==> src/rtl/snake_pkg.sv <==
// Shared definitions for the snake game sequencer: direction codes, FSM state
// encoding, LFSR seed and the direction-reversal helper.
// Ports: none (package).
package snake_pkg;

   localparam logic [1:0] DIR_L = 2'b00;
   localparam logic [1:0] DIR_R = 2'b01;
   localparam logic [1:0] DIR_U = 2'b10;
   localparam logic [1:0] DIR_D = 2'b11;

   typedef enum logic [1:0] {
      ST_IDLE = 2'b00,
      ST_RUN  = 2'b01,
      ST_GROW = 2'b10,
      ST_OVER = 2'b11
   } state_t;

   localparam logic [9:0] LFSR_SEED = 10'h2A5;

   // Left/right and up/down differ only in bit 0.
   function automatic logic [1:0] opposite(input logic [1:0] dir);
      return {dir[1], ~dir[0]};
   endfunction

endpackage

==> src/rtl/snake_lfsr.sv <==
// Free-running 10-bit Fibonacci LFSR (taps 10,7) used as the food-cell source.
// Ports: clk, rst_n (async active-low, loads the nonzero seed), value (current state).
// Advances every clock regardless of game state.
module snake_lfsr
   import snake_pkg::*;
(
   input  logic       clk,
   input  logic       rst_n,
   output logic [9:0] value
);

   always_ff @(posedge clk or negedge rst_n) begin
      if (!rst_n) value <= LFSR_SEED;
      else        value <= {value[8:0], value[9] ^ value[6]};
   end

endmodule

==> src/rtl/snake_game_ctrl.sv <==
// Snake game sequencer: move tick, reversal-filtered direction, length, food, score, game state.
// Ports: clk/rst_n; start, btn_valid/btn_dir, head_pos, body_pos, should_stop in;
//        move_tick, di, len, food_pos, score, game_over, state out.
module snake_game_ctrl
   import snake_pkg::*;
#(
   parameter int                    max_len         = 16,
   parameter int                    num_len         = 10,
   parameter int                    width           = 32,
   parameter int                    height          = 24,
   parameter int                    max_len_bit_len = 4,
   parameter int                    TICK_DIV        = 12_500_000,
   parameter int                    CHECK_DLY       = 2,
   parameter int                    INIT_LEN        = 3,
   parameter logic [num_len-1:0]    FOOD_INIT       = 10'd400
) (
   input  logic                         clk,
   input  logic                         rst_n,
   input  logic                         start,
   input  logic                         btn_valid,
   input  logic [1:0]                   btn_dir,
   input  logic [num_len-1:0]           head_pos,
   input  logic [max_len*num_len-1:0]   body_pos,
   input  logic                         should_stop,
   output logic                         move_tick,
   output logic [1:0]                   di,
   output logic [max_len_bit_len-1:0]   len,
   output logic [num_len-1:0]           food_pos,
   output logic [7:0]                   score,
   output logic                         game_over,
   output logic [1:0]                   state
);

   localparam int                 CNT_W     = $clog2(TICK_DIV);
   localparam logic [CNT_W-1:0]   CNT_LAST  = CNT_W'(TICK_DIV - 1);
   localparam logic [CNT_W-1:0]   CNT_CHECK = CNT_W'(CHECK_DLY);
   localparam logic [num_len:0]   BOARD     = (num_len + 1)'(width * height);

   state_t                 state_q, state_d;
   logic [CNT_W-1:0]       cnt;
   logic [1:0]             pend_di;
   logic                   grow_first;
   logic                   restart;
   logic                   collide;
   logic                   is_tick;
   logic                   is_check;
   logic                   cand_ok;
   logic [9:0]             lfsr_val;
   logic [num_len-1:0]     cand;

   snake_lfsr u_lfsr (
      .clk   (clk),
      .rst_n (rst_n),
      .value (lfsr_val)
   );

   assign cand     = num_len'(lfsr_val);
   assign cand_ok  = ({1'b0, cand} < BOARD) && (cand != head_pos);
   assign is_tick  = (state_q == ST_RUN) && (cnt == CNT_LAST);
   assign is_check = (state_q == ST_RUN) && (cnt == CNT_CHECK);

   assign move_tick = is_tick;
   assign game_over = (state_q == ST_OVER);
   assign state     = state_q;

   // Segment 0 is the head itself, so self-collision starts at index 1.
   always_comb begin
      collide = should_stop;
      for (int i = 1; i < max_len; i++) begin
         if (i < int'(len) && head_pos == body_pos[i*num_len +: num_len])
            collide = 1'b1;
      end
   end

   always_ff @(posedge clk or negedge rst_n) begin
      if (!rst_n) state_q <= ST_IDLE;
      else        state_q <= state_d;
   end

   always_comb begin
      state_d = state_q;
      restart = 1'b0;
      case (state_q)
         ST_IDLE: if (start) begin
            state_d = ST_RUN;
            restart = 1'b1;
         end
         ST_RUN: if (is_check) begin
            // A collision on the same cycle as reaching food still ends the game.
            if (collide)                   state_d = ST_OVER;
            else if (head_pos == food_pos) state_d = ST_GROW;
         end
         ST_GROW: if (cand_ok) state_d = ST_RUN;
         ST_OVER: if (start) begin
            state_d = ST_RUN;
            restart = 1'b1;
         end
         default: state_d = ST_IDLE;
      endcase
   end

   always_ff @(posedge clk or negedge rst_n) begin
      if (!rst_n) begin
         cnt        <= '0;
         di         <= DIR_R;
         pend_di    <= DIR_R;
         len        <= max_len_bit_len'(INIT_LEN);
         food_pos   <= FOOD_INIT;
         score      <= 8'd0;
         grow_first <= 1'b0;
      end else begin
         grow_first <= (state_q == ST_RUN) && (state_d == ST_GROW);
         if (restart) begin
            cnt     <= '0;
            di      <= DIR_R;
            pend_di <= DIR_R;
            len     <= max_len_bit_len'(INIT_LEN);
            food_pos <= FOOD_INIT;
            score   <= 8'd0;
         end else if (state_q == ST_RUN) begin
            cnt <= is_tick ? '0 : cnt + 1'b1;
            // Committing only at cnt==0 keeps di stable for a whole move period.
            if (cnt == '0) di <= pend_di;
            // Reversal is judged against the committed direction, not the pending one.
            if (btn_valid && btn_dir != opposite(di)) pend_di <= btn_dir;
         end else if (state_q == ST_GROW) begin
            if (grow_first) begin
               if (int'(len) < max_len - 1) len <= len + 1'b1;
               if (score != 8'hFF)          score <= score + 8'd1;
            end
            if (cand_ok) food_pos <= cand;
         end
      end
   end

endmodule

==> config.mk <==
export PLATFORM = sky130hd
export DESIGN_NAME = snake_game_ctrl
export DESIGN_NICKNAME = d
export VERILOG_FILES = /design/src/rtl/snake_pkg.sv /design/src/rtl/snake_lfsr.sv /design/src/rtl/snake_game_ctrl.sv
export SDC_FILE = /design/constraint.sdc
export NUM_CORES = 1
export LEC_CHECK = 0
export CORE_MARGIN = 4
export CORE_UTILIZATION = 48
export DETAILED_ROUTE_END_ITERATION = 6
export PLACE_DENSITY_LB_ADDON = 0.05
export RECOVER_POWER = 25
export SLEW_MARGIN = 15
export SYNTH_ARGS = -nofsm -noshare
export SYNTH_HDL_FRONTEND = slang
export SYNTH_SLANG_ARGS = --single-unit
==> constraint.sdc <==
create_clock -name clk -period 4.04 [get_ports clk]
set_clock_uncertainty 0.1 [all_clocks]
set_input_delay 0.404 -clock clk [delete_from_list [all_inputs] [get_ports clk]]
set_output_delay 0.404 -clock clk [all_outputs]
set_load 0.005 [all_outputs]
---- Yosys cells after proc, flatten, opt, wreduce, memory -nomap -nowiden ----
Index checks and enable logic that the tools add are counted.
cells by class
  equal/unequal tests ..................... 25
  bitwise gates (word level) .............. 2
  order comparisons ....................... 16
  reduce and logical (&&, ||, !) cells .... 35
  muxes and demuxes ....................... 45
  $add $sub $neg .......................... 3
operator list
  cell                     count
  $eq A10 B10 Y1           15
  $mux W24                 3
  $mux W10                 4
  $mux W8                  5
  $lt A4 B4 Y1 const A     7
  $add A24 B1 Y24 const B  1
  $eq A24 B2 Y1 const B    1
  $eq A24 B24 Y1 const B   1
  $logic_not A24 Y1        1
  $mux W2                  11
  $mux W4                  5
  $logic_and A1 B1 Y1      19
  $lt A3 B4 Y1 const A     4
  $mux W1                  16
  $reduce_bool A2 Y1       8
  $lt A10 B10 Y1 const B   1
  $ne A10 B10 Y1           1
  $add A8 B1 Y8 const B    1
  $lt A2 B4 Y1 const A     2
  $ne A8 B8 Y1 const B     1
  $reduce_and A4 Y1        2
  $eq A2 B2 Y1 const B     3
  $pmux W2 S3              1
  $add A4 B1 Y4 const B    1
  other kinds (11)         12
storage, ports and cells
  bits of input ports ..................... 177
  flip-flop bits (word level) ............. 63
  output and inout port bits .............. 28
  logic and storage cells ................. 135

---- Logic depth before layout (Yosys ltp) ----
  word-level depth ........................ 21
  depth in mapped cells ................... 11
  mapped depth without buffers ............ 9

---- Modules after synthesis ----
A second synthesis with hierarchy kept.
second synthesis, totals
  cell total of the unflattened synthesis .. 554
  area total of the unflattened synthesis .. 5022.3 um^2
modules (own cells, without submodules)
  module           cells an instance  area each (um^2)  sequential area each (um^2)  instances
  snake_game_ctrl  543                4757.1            1335.0                       1
  snake_lfsr       11                 265.3             256.5                        1

---- Least setup slack after synthesis ----
No wires, ideal clock.
  kind .................................... register -> register
  from .................................... register state_q[0], in the netlist state[0]
  to ...................................... register cnt[23]
  setup time .............................. 131 ps
  arrival ................................. 2104 ps
  path buffers ............................ 2
  period minus slack after synthesis ...... 2335 ps
  path slack .............................. 1705 ps
  required time ........................... 3809 ps
  stages on the path, launching flop included .. 12
  path through ............................ dfrtp_1 -> inv_1 -> ha_1 -> and2_1 -> clkbuf_1 -> nor2_1 -> or2_1 -> clkbuf_1 -> nor3_1 -> nand3_1 -> xor2_1 -> nor2_1
on the way
  word-level cells in the longest chain between the ends .. 5
  elaborated cells between the ends (all ways) .. 10
  classes of those cells .................. eq/ne (2); mux (4); reduce/logical (4)
RTL lines
  element                 line                                           text
  start, declared         snake_game_ctrl.sv:39                          state_t state_q, state_d;
  start signal, assigned  snake_game_ctrl.sv:77                          else state_q <= state_d;
  $eq A2 B1 Y1            snake_game_ctrl.sv:59, snake_game_ctrl.sv:120
  $logic_and A1 B1 Y1     snake_game_ctrl.sv:59                          assign is_tick = (state_q == ST_RUN) && (cnt == CNT_LAST);
  $mux W24                snake_game_ctrl.sv:121                         cnt <= is_tick ? '0 : cnt + 1'b1;
  $mux W24                snake_game_ctrl.sv:120                         end else if (state_q == ST_RUN) begin
  $mux W24                snake_game_ctrl.sv:113                         if (restart) begin
  end signal, assigned    snake_game_ctrl.sv:121
  end, declared           snake_game_ctrl.sv:40                          logic [CNT_W-1:0] cnt;
Parallel ways exist; a longest one is shown, timed or not. The select of a mux whose other input is x is not followed.
A chain may end at the register's enable or synchronous reset.

---- Worst setup path in the final report ----
  from .................................... register cnt[0]
  to ...................................... output move_tick
on the way
  word-level cells in the longest chain between the ends .. 2
RTL lines
  element              line                   text
  $eq A24 B24 Y1       snake_game_ctrl.sv:59
  $logic_and A1 B1 Y1  snake_game_ctrl.sv:59
  end, declared        snake_game_ctrl.sv:25  output logic move_tick,
Every way passes these cells.

==> flow_summary.ini <==
[status]
status = complete, no violations

[setup_path]
required_ns = 3.54
cp.arrival_ns = 2.49
cpLargestDelayFamily = simple AND/OR/NAND/NOR gates
critPathMaxStageDelay_ns = 0.57
critical_path_depth = 5
crit_start = cnt[0]
endpoint = move_tick
r2r-start = cnt[0]
cp_max_fo = 5
start_kind = register
r2r_slack_ns = 1.24
critPathSlowestCell = or4_4
r2r_end = cnt[20]
cp.buffers_inverters = 1
worstPathCellList = ha_1, nand2_1, or4_4, nor3_1, clkdlybuf4s50_1
cp-end-kind = output port
r2r_cells = 8
path_class = reg2out

[yosys]
async_flop_share_pct = 100
syn_area_per_cell_um2 = 8.91
synth_cell_type_count = 47
synth-simple-area-share_pct = 19.4
ys.flop_type = dfrtp_1
yosys_warnings = 0
synthAdderAreaFrac_pct = 2.49
synth_top_family_by_area = XOR/XNOR gates
synth.area.mux_share_pct = 2.00
yosysSeqAreaShare_pct = 31.7
synth_edf_count = 0
syn-cell-area_um2 = 5020
yosysTopAreaCellShare_pct = 25.4
synth_compound_area_share_pct = 8.68
syn_nets = 750
synth_top_cell_by_area = dfrtp_1
synthXorXnorAreaFrac_pct = 31.3
synth_seq_cells = 63
synth_common_cells = xor2_1, xnor2_1, dfrtp_1
synth.area.top_cells = dfrtp_1, xor2_1, xnor2_1, dfstp_2, nand4_1
yosysMostFrequentCell = xor2_1
syn-instance-count = 563

[global_route]
overflow = 0
grt_max_degree = 39
grt_pass1_vias = 4737
antenna_found_initial = 0
grt_use_total_pct = 27.3
grt_pass1_wl_um = 25300

[power_and_ir_drop]
total_power_w = 0.00254
power.switching_w = 0.000951
p_int_w = 0.00159
ir_worst_vdd_mv = 0.447
combPwrFrac_pct = 43.7
power_density_nw_per_um2 = 354
clkPwrFrac_pct = 21.9
sequentialPowerShare_pct = 34.4
power_leakage_nw = 2.82
p_sw_share_pct = 37.4

[clocking]
numCtsBuffers = 9
postCtsSetupBuffers = 0
tritoncts = built
cts_sinks = 63
clkTransAtPathRegs_ns = 0.08
clockBufferDepth = 2
clk_latency_ns = 0.34
htreeDepth = 3
cts-root-buf = clkbuf_8
ctsResizeCount = 0

[routing]
drc_errors = 0
first_pass_iters = 5
post_drt_wl_per_cell_um = 19.0
ant_nets = 0
num_vias = 4744
routed_wl_um = 16800
drtIter0Drc = 240
viasPerCell = 5.37

[layout]
drive_gt1_share_pct = 5.63
postLayoutCoreUtil_pct = 70.2
final_area_um2 = 7180
syn_to_final_growth_pct = 43.2
final_nets = 928

[floorplan]
die_x_um = 110
core_area_um2 = 10200
die_h_um = 110
start_util_pct = 49.0
dieArea_um2 = 12100
io-pin-count = 205
rows = 37

[sta]
rsz0062_at_grt = no
whs_ns = 0.331
fin_setup_tns_ns = 0
relSlewSlack_pct = 6.63
period_share_pct = 74.0
worstMarginPinSlew_ns = 1.40
min_period_ns = 2.99
drv_slew = 0
setup_viol = 0
hold_viol = 0
fmax_mhz = 335

[place]
place_congestion = 0.902
postPlaceCellArea_um2 = 6970
dpl.hpwl_um = 13200
port_buffers = 184

[job]
max_cap_violations = 0

[worst_hold_path]
hold_path.class = reg2reg
[per-stage QoR]
stage	cells	setup WS [ns]
2_1_floorplan	563	1.71
3_3_place_gp	865	0.876
3_5_place_dp	865	0.792
4_1_cts	882	1.03
5_1_grt	882	0.884
6_report	883	1.05
[timing repair]
item                       4_1_cts  5_1_grt
setup endpoints to repair        0        0
hold endpoints to repair        25        0
hold buffers                     1        0
[layout make-up]
| type | instances | area (um^2) |
|---|---|---|
| Multi-Input combinational cell | 452 | 3200 |
| Antenna cell | 1 | 2.50 |
| Tap cell | 136 | 170 |
| Fill cell | 829 | 3050 |
| Timing Repair Buffer | 199 | 1950 |
| Sequential cell | 63 | 1590 |
| Inverter | 16 | 60.1 |
| Clock inverter | 6 | 68.8 |
| Clock buffer | 10 | 138 |
[layer usage]
layer	global-route usage, %	routed length [um]	up-vias
li1	-	-	2302
met1	32.4	6570	2264
met2	50.6	8730	166
met3	5.24	1280	12
met4	6.60	211	0
met5	0	0	-
[power groups by stage]
| stage | combinational (W) | sequential [W] | clock (W) |
|---|---|---|---|
| floorplan | 0.000660 | 0.000836 | 0 |
| global placement | 0.00108 | 0.000876 | 0 |
| detailed placement | 0.00111 | 0.000882 | 0 |
| CTS | 0.00112 | 0.000872 | 0.000571 |
| global route | 0.00123 | 0.000892 | 0.000596 |
| finish | 0.00111 | 0.000875 | 0.000557 |
[registers in the layout, indices dropped and copies added (netlist names)]
register and cells:
cnt 24, di 2, food_pos 10, grow_first 1, len 4, pend_di 2, score 8, state 2
u_lfsr.value 10
[cells in the final DEF, fill, tap and decap left out, drive strengths merged, types with 19 or more instances in the layout]
| cell | instances |
|---|---|
| a21oi | 19 |
| clkdlybuf4s50 | 183 |
| dfrtp | 51 |
| nand2 | 27 |
| nand4 | 34 |
| nor2 | 38 |
| nor4 | 27 |
| o21ai | 25 |
| xnor2 | 79 |
| xor2 | 100 |
[worst min-delay path by stage]
stage                          from              end  slack (ns)  cells past startpoint
global route        u_lfsr.value[1]  u_lfsr.value[2]        0.35                      0
CTS                 u_lfsr.value[5]  u_lfsr.value[6]        0.33                      0
global placement    u_lfsr.value[4]  u_lfsr.value[5]        0.31                      0
floorplan                     rst_n           cnt[0]       0.008                      0
detailed placement  u_lfsr.value[5]  u_lfsr.value[6]        0.31                      0
finish              u_lfsr.value[3]  u_lfsr.value[4]        0.33                      0
[logic make-up (layout without fill, tap and decap cells)]
logic type                 Yosys count  count (layout)
and+or+nand+nor                    184             184
xor gates and xnor gates           179             179
AOI/OAI and AO/OA                   69              69
DFF                                 63              63
buffers and inverters               48             231
adders and majority gates           10              10
muxes                               10              10
other                                0               1
No activity file was read; power rests on OpenSTA's default activity.
==> edit: new RTL, same settings <==
Change the parameter `height` from 24 to 12.
--- a/src/rtl/snake_game_ctrl.sv
+++ b/src/rtl/snake_game_ctrl.sv
@@ -7,7 +7,7 @@
    parameter int                    max_len         = 16,
    parameter int                    num_len         = 10,
    parameter int                    width           = 32,
-   parameter int                    height          = 24,
+   parameter int                    height          = 12,
    parameter int                    max_len_bit_len = 4,
    parameter int                    TICK_DIV        = 12_500_000,
    parameter int                    CHECK_DLY       = 2,
Formal check against the unedited RTL: not equivalent (a bounded check fails within 10 cycles, from zero or initial values and one cycle with rst_n low).
==> edit against the original RTL <==
The flow now finishes with violations (capacitance limit, slew limit); combinational power down 4%; synthesized area down 1.9%; worst setup slack worse by 0.023 ns; final cell count down 0.68%; critical path depth up 1; total power down 2.0%; design area down 1.5%; via count up 1.7%; sequential cell count unchanged; register-to-register slack worse by 0.11 ns; routed wire length up 3.6%; largest power group unchanged.
==> edit: results (changes against the original RTL) <==
[run_status]
status = finished with violations
violations = capacitance limit, slew limit

[grt]
grt_pass1_wl_um = 26300  ; +3.7%
grt.total_usage = 0.291  ; +0.0183
grt_max_degree = 41  ; +5.1%
antenna_found_initial = 1  ; +1
grt_pass1_vias = 4864  ; +2.7%

[timing]
hold-worst-slack_ns = 0.324  ; -0.00701 ns
fin_ws_ns = 1.03  ; -0.0229 ns
relSlewSlack = -0.372  ; -0.438
maxSlewViolCount = 41  ; +41

[critical_path]
reg2regPathDepth = 7  ; -1
regToRegSetupSlack_ns = 1.13  ; -0.11 ns
critPathTopFamily = buffers and inverters
critPathMaxStageDelay_ns = 0.52  ; -0.05 ns
crit_fanout = 8  ; +3
slowest_stage = clkdlybuf4s50_1
cp.arrival_ns = 2.51  ; +0.02 ns
r2r_start = state[0]

[job]
drv_cap = 1  ; +1

[min_path]
min_from = u_lfsr.value[1]
hold_path_end = u_lfsr.value[2]

[synth]
seq_area_frac_synth = 0.323  ; +0.00605
netlist_top_cells_count = xor2_1, xnor2_1, dfrtp_1
syn_inst = 558  ; -0.89%
ys_types = 42  ; -11%
ys_top_cells_by_area = dfrtp_1, xor2_1, xnor2_1
synth_fp_nets = 745  ; -0.67%

[cts]
post_cts_resized = 0  ; unchanged

[finish]
n_fill_cell = 785  ; -5.3%
drive_above_1_share = 0.0538  ; -0.00246
finalNetCount = 925  ; -0.32%

[placement]
hpwlAfterDp_um = 13600  ; +2.8%
place_ws_ns = 0.803  ; +0.0115 ns
dpl-instance-area_sq_mm = 0.00688  ; -1.3%
dpl.cell_count = 860  ; -0.58%
place_congestion = 0.879  ; -2.5%

[route]
vias = 4824  ; +1.7%
routed_wl_um = 17400  ; +3.6%
dr.first_iter.drc_count = 199  ; -17%

[pwr]
leakage_nw = 2.75  ; -2.2%
irDropWorstVdd_mv = 0.294  ; -34%
switching_share = 0.383  ; +0.00845

[edit: cell families (layout without fill, tap and decap cells)]
family | after synthesis | in the layout | synth area share
other | 0 | 1 | 0
AO/OA/AOI/OAI | 66 | 66 | 0.0796
flip-flops | 63 | 63 | 0.323
XOR/XNOR | 181 | 181 | 0.322
multiplexers | 5 | 5 | 0.0102
adder cells (fa/ha/maj) | 10 | 10 | 0.0254
AND/OR/NAND/NOR | 193 | 193 | 0.201
buffers and inverters | 40 | 225 | 0.0381
[edit: worst max path at each step]
stage                   to  depth (start not counted)   startpoint
6_report         move_tick                          6     state[1]
5_1_grt          move_tick                          6     state[1]
4_1_cts          move_tick                          6     state[1]
3_5_place_dp   food_pos[0]                          7  head_pos[9]
3_3_place_gp   food_pos[6]                          7  head_pos[9]
2_1_floorplan   grow_first                          8       len[1]
[edit: power by group through the flow]
| stage | Clock [mW] | Combinational [mW] | Sequential [mW] |
|---|---|---|---|
| 6_report | 0.547 | 1.07 | 0.869 |
| 5_1_grt | 0.589 | 1.18 | 0.882 |
| 4_1_cts | 0.554 | 1.08 | 0.868 |
| 3_5_place_dp | 0 | 1.07 | 0.880 |
| 3_3_place_gp | 0 | 1.04 | 0.876 |
| 2_1_floorplan | 0 | 0.628 | 0.829 |
[edit: final cells by class]
class | count | share of cell area
diodes | 1 | 0.000354
repair buffers | 196 | 0.272
clock inverters | 7 | 0.0104
multi-input cells | 455 | 0.444
well taps | 133 | 0.0235
flip-flops and latches | 63 | 0.225
clock buffers | 9 | 0.0175
inverters | 13 | 0.00690
[edit: metal layers]
layer  wire, um  track usage
met1       6870        0.333
met2       8540        0.514
met3       1350       0.0705
met4        633        0.130
met5         20            0
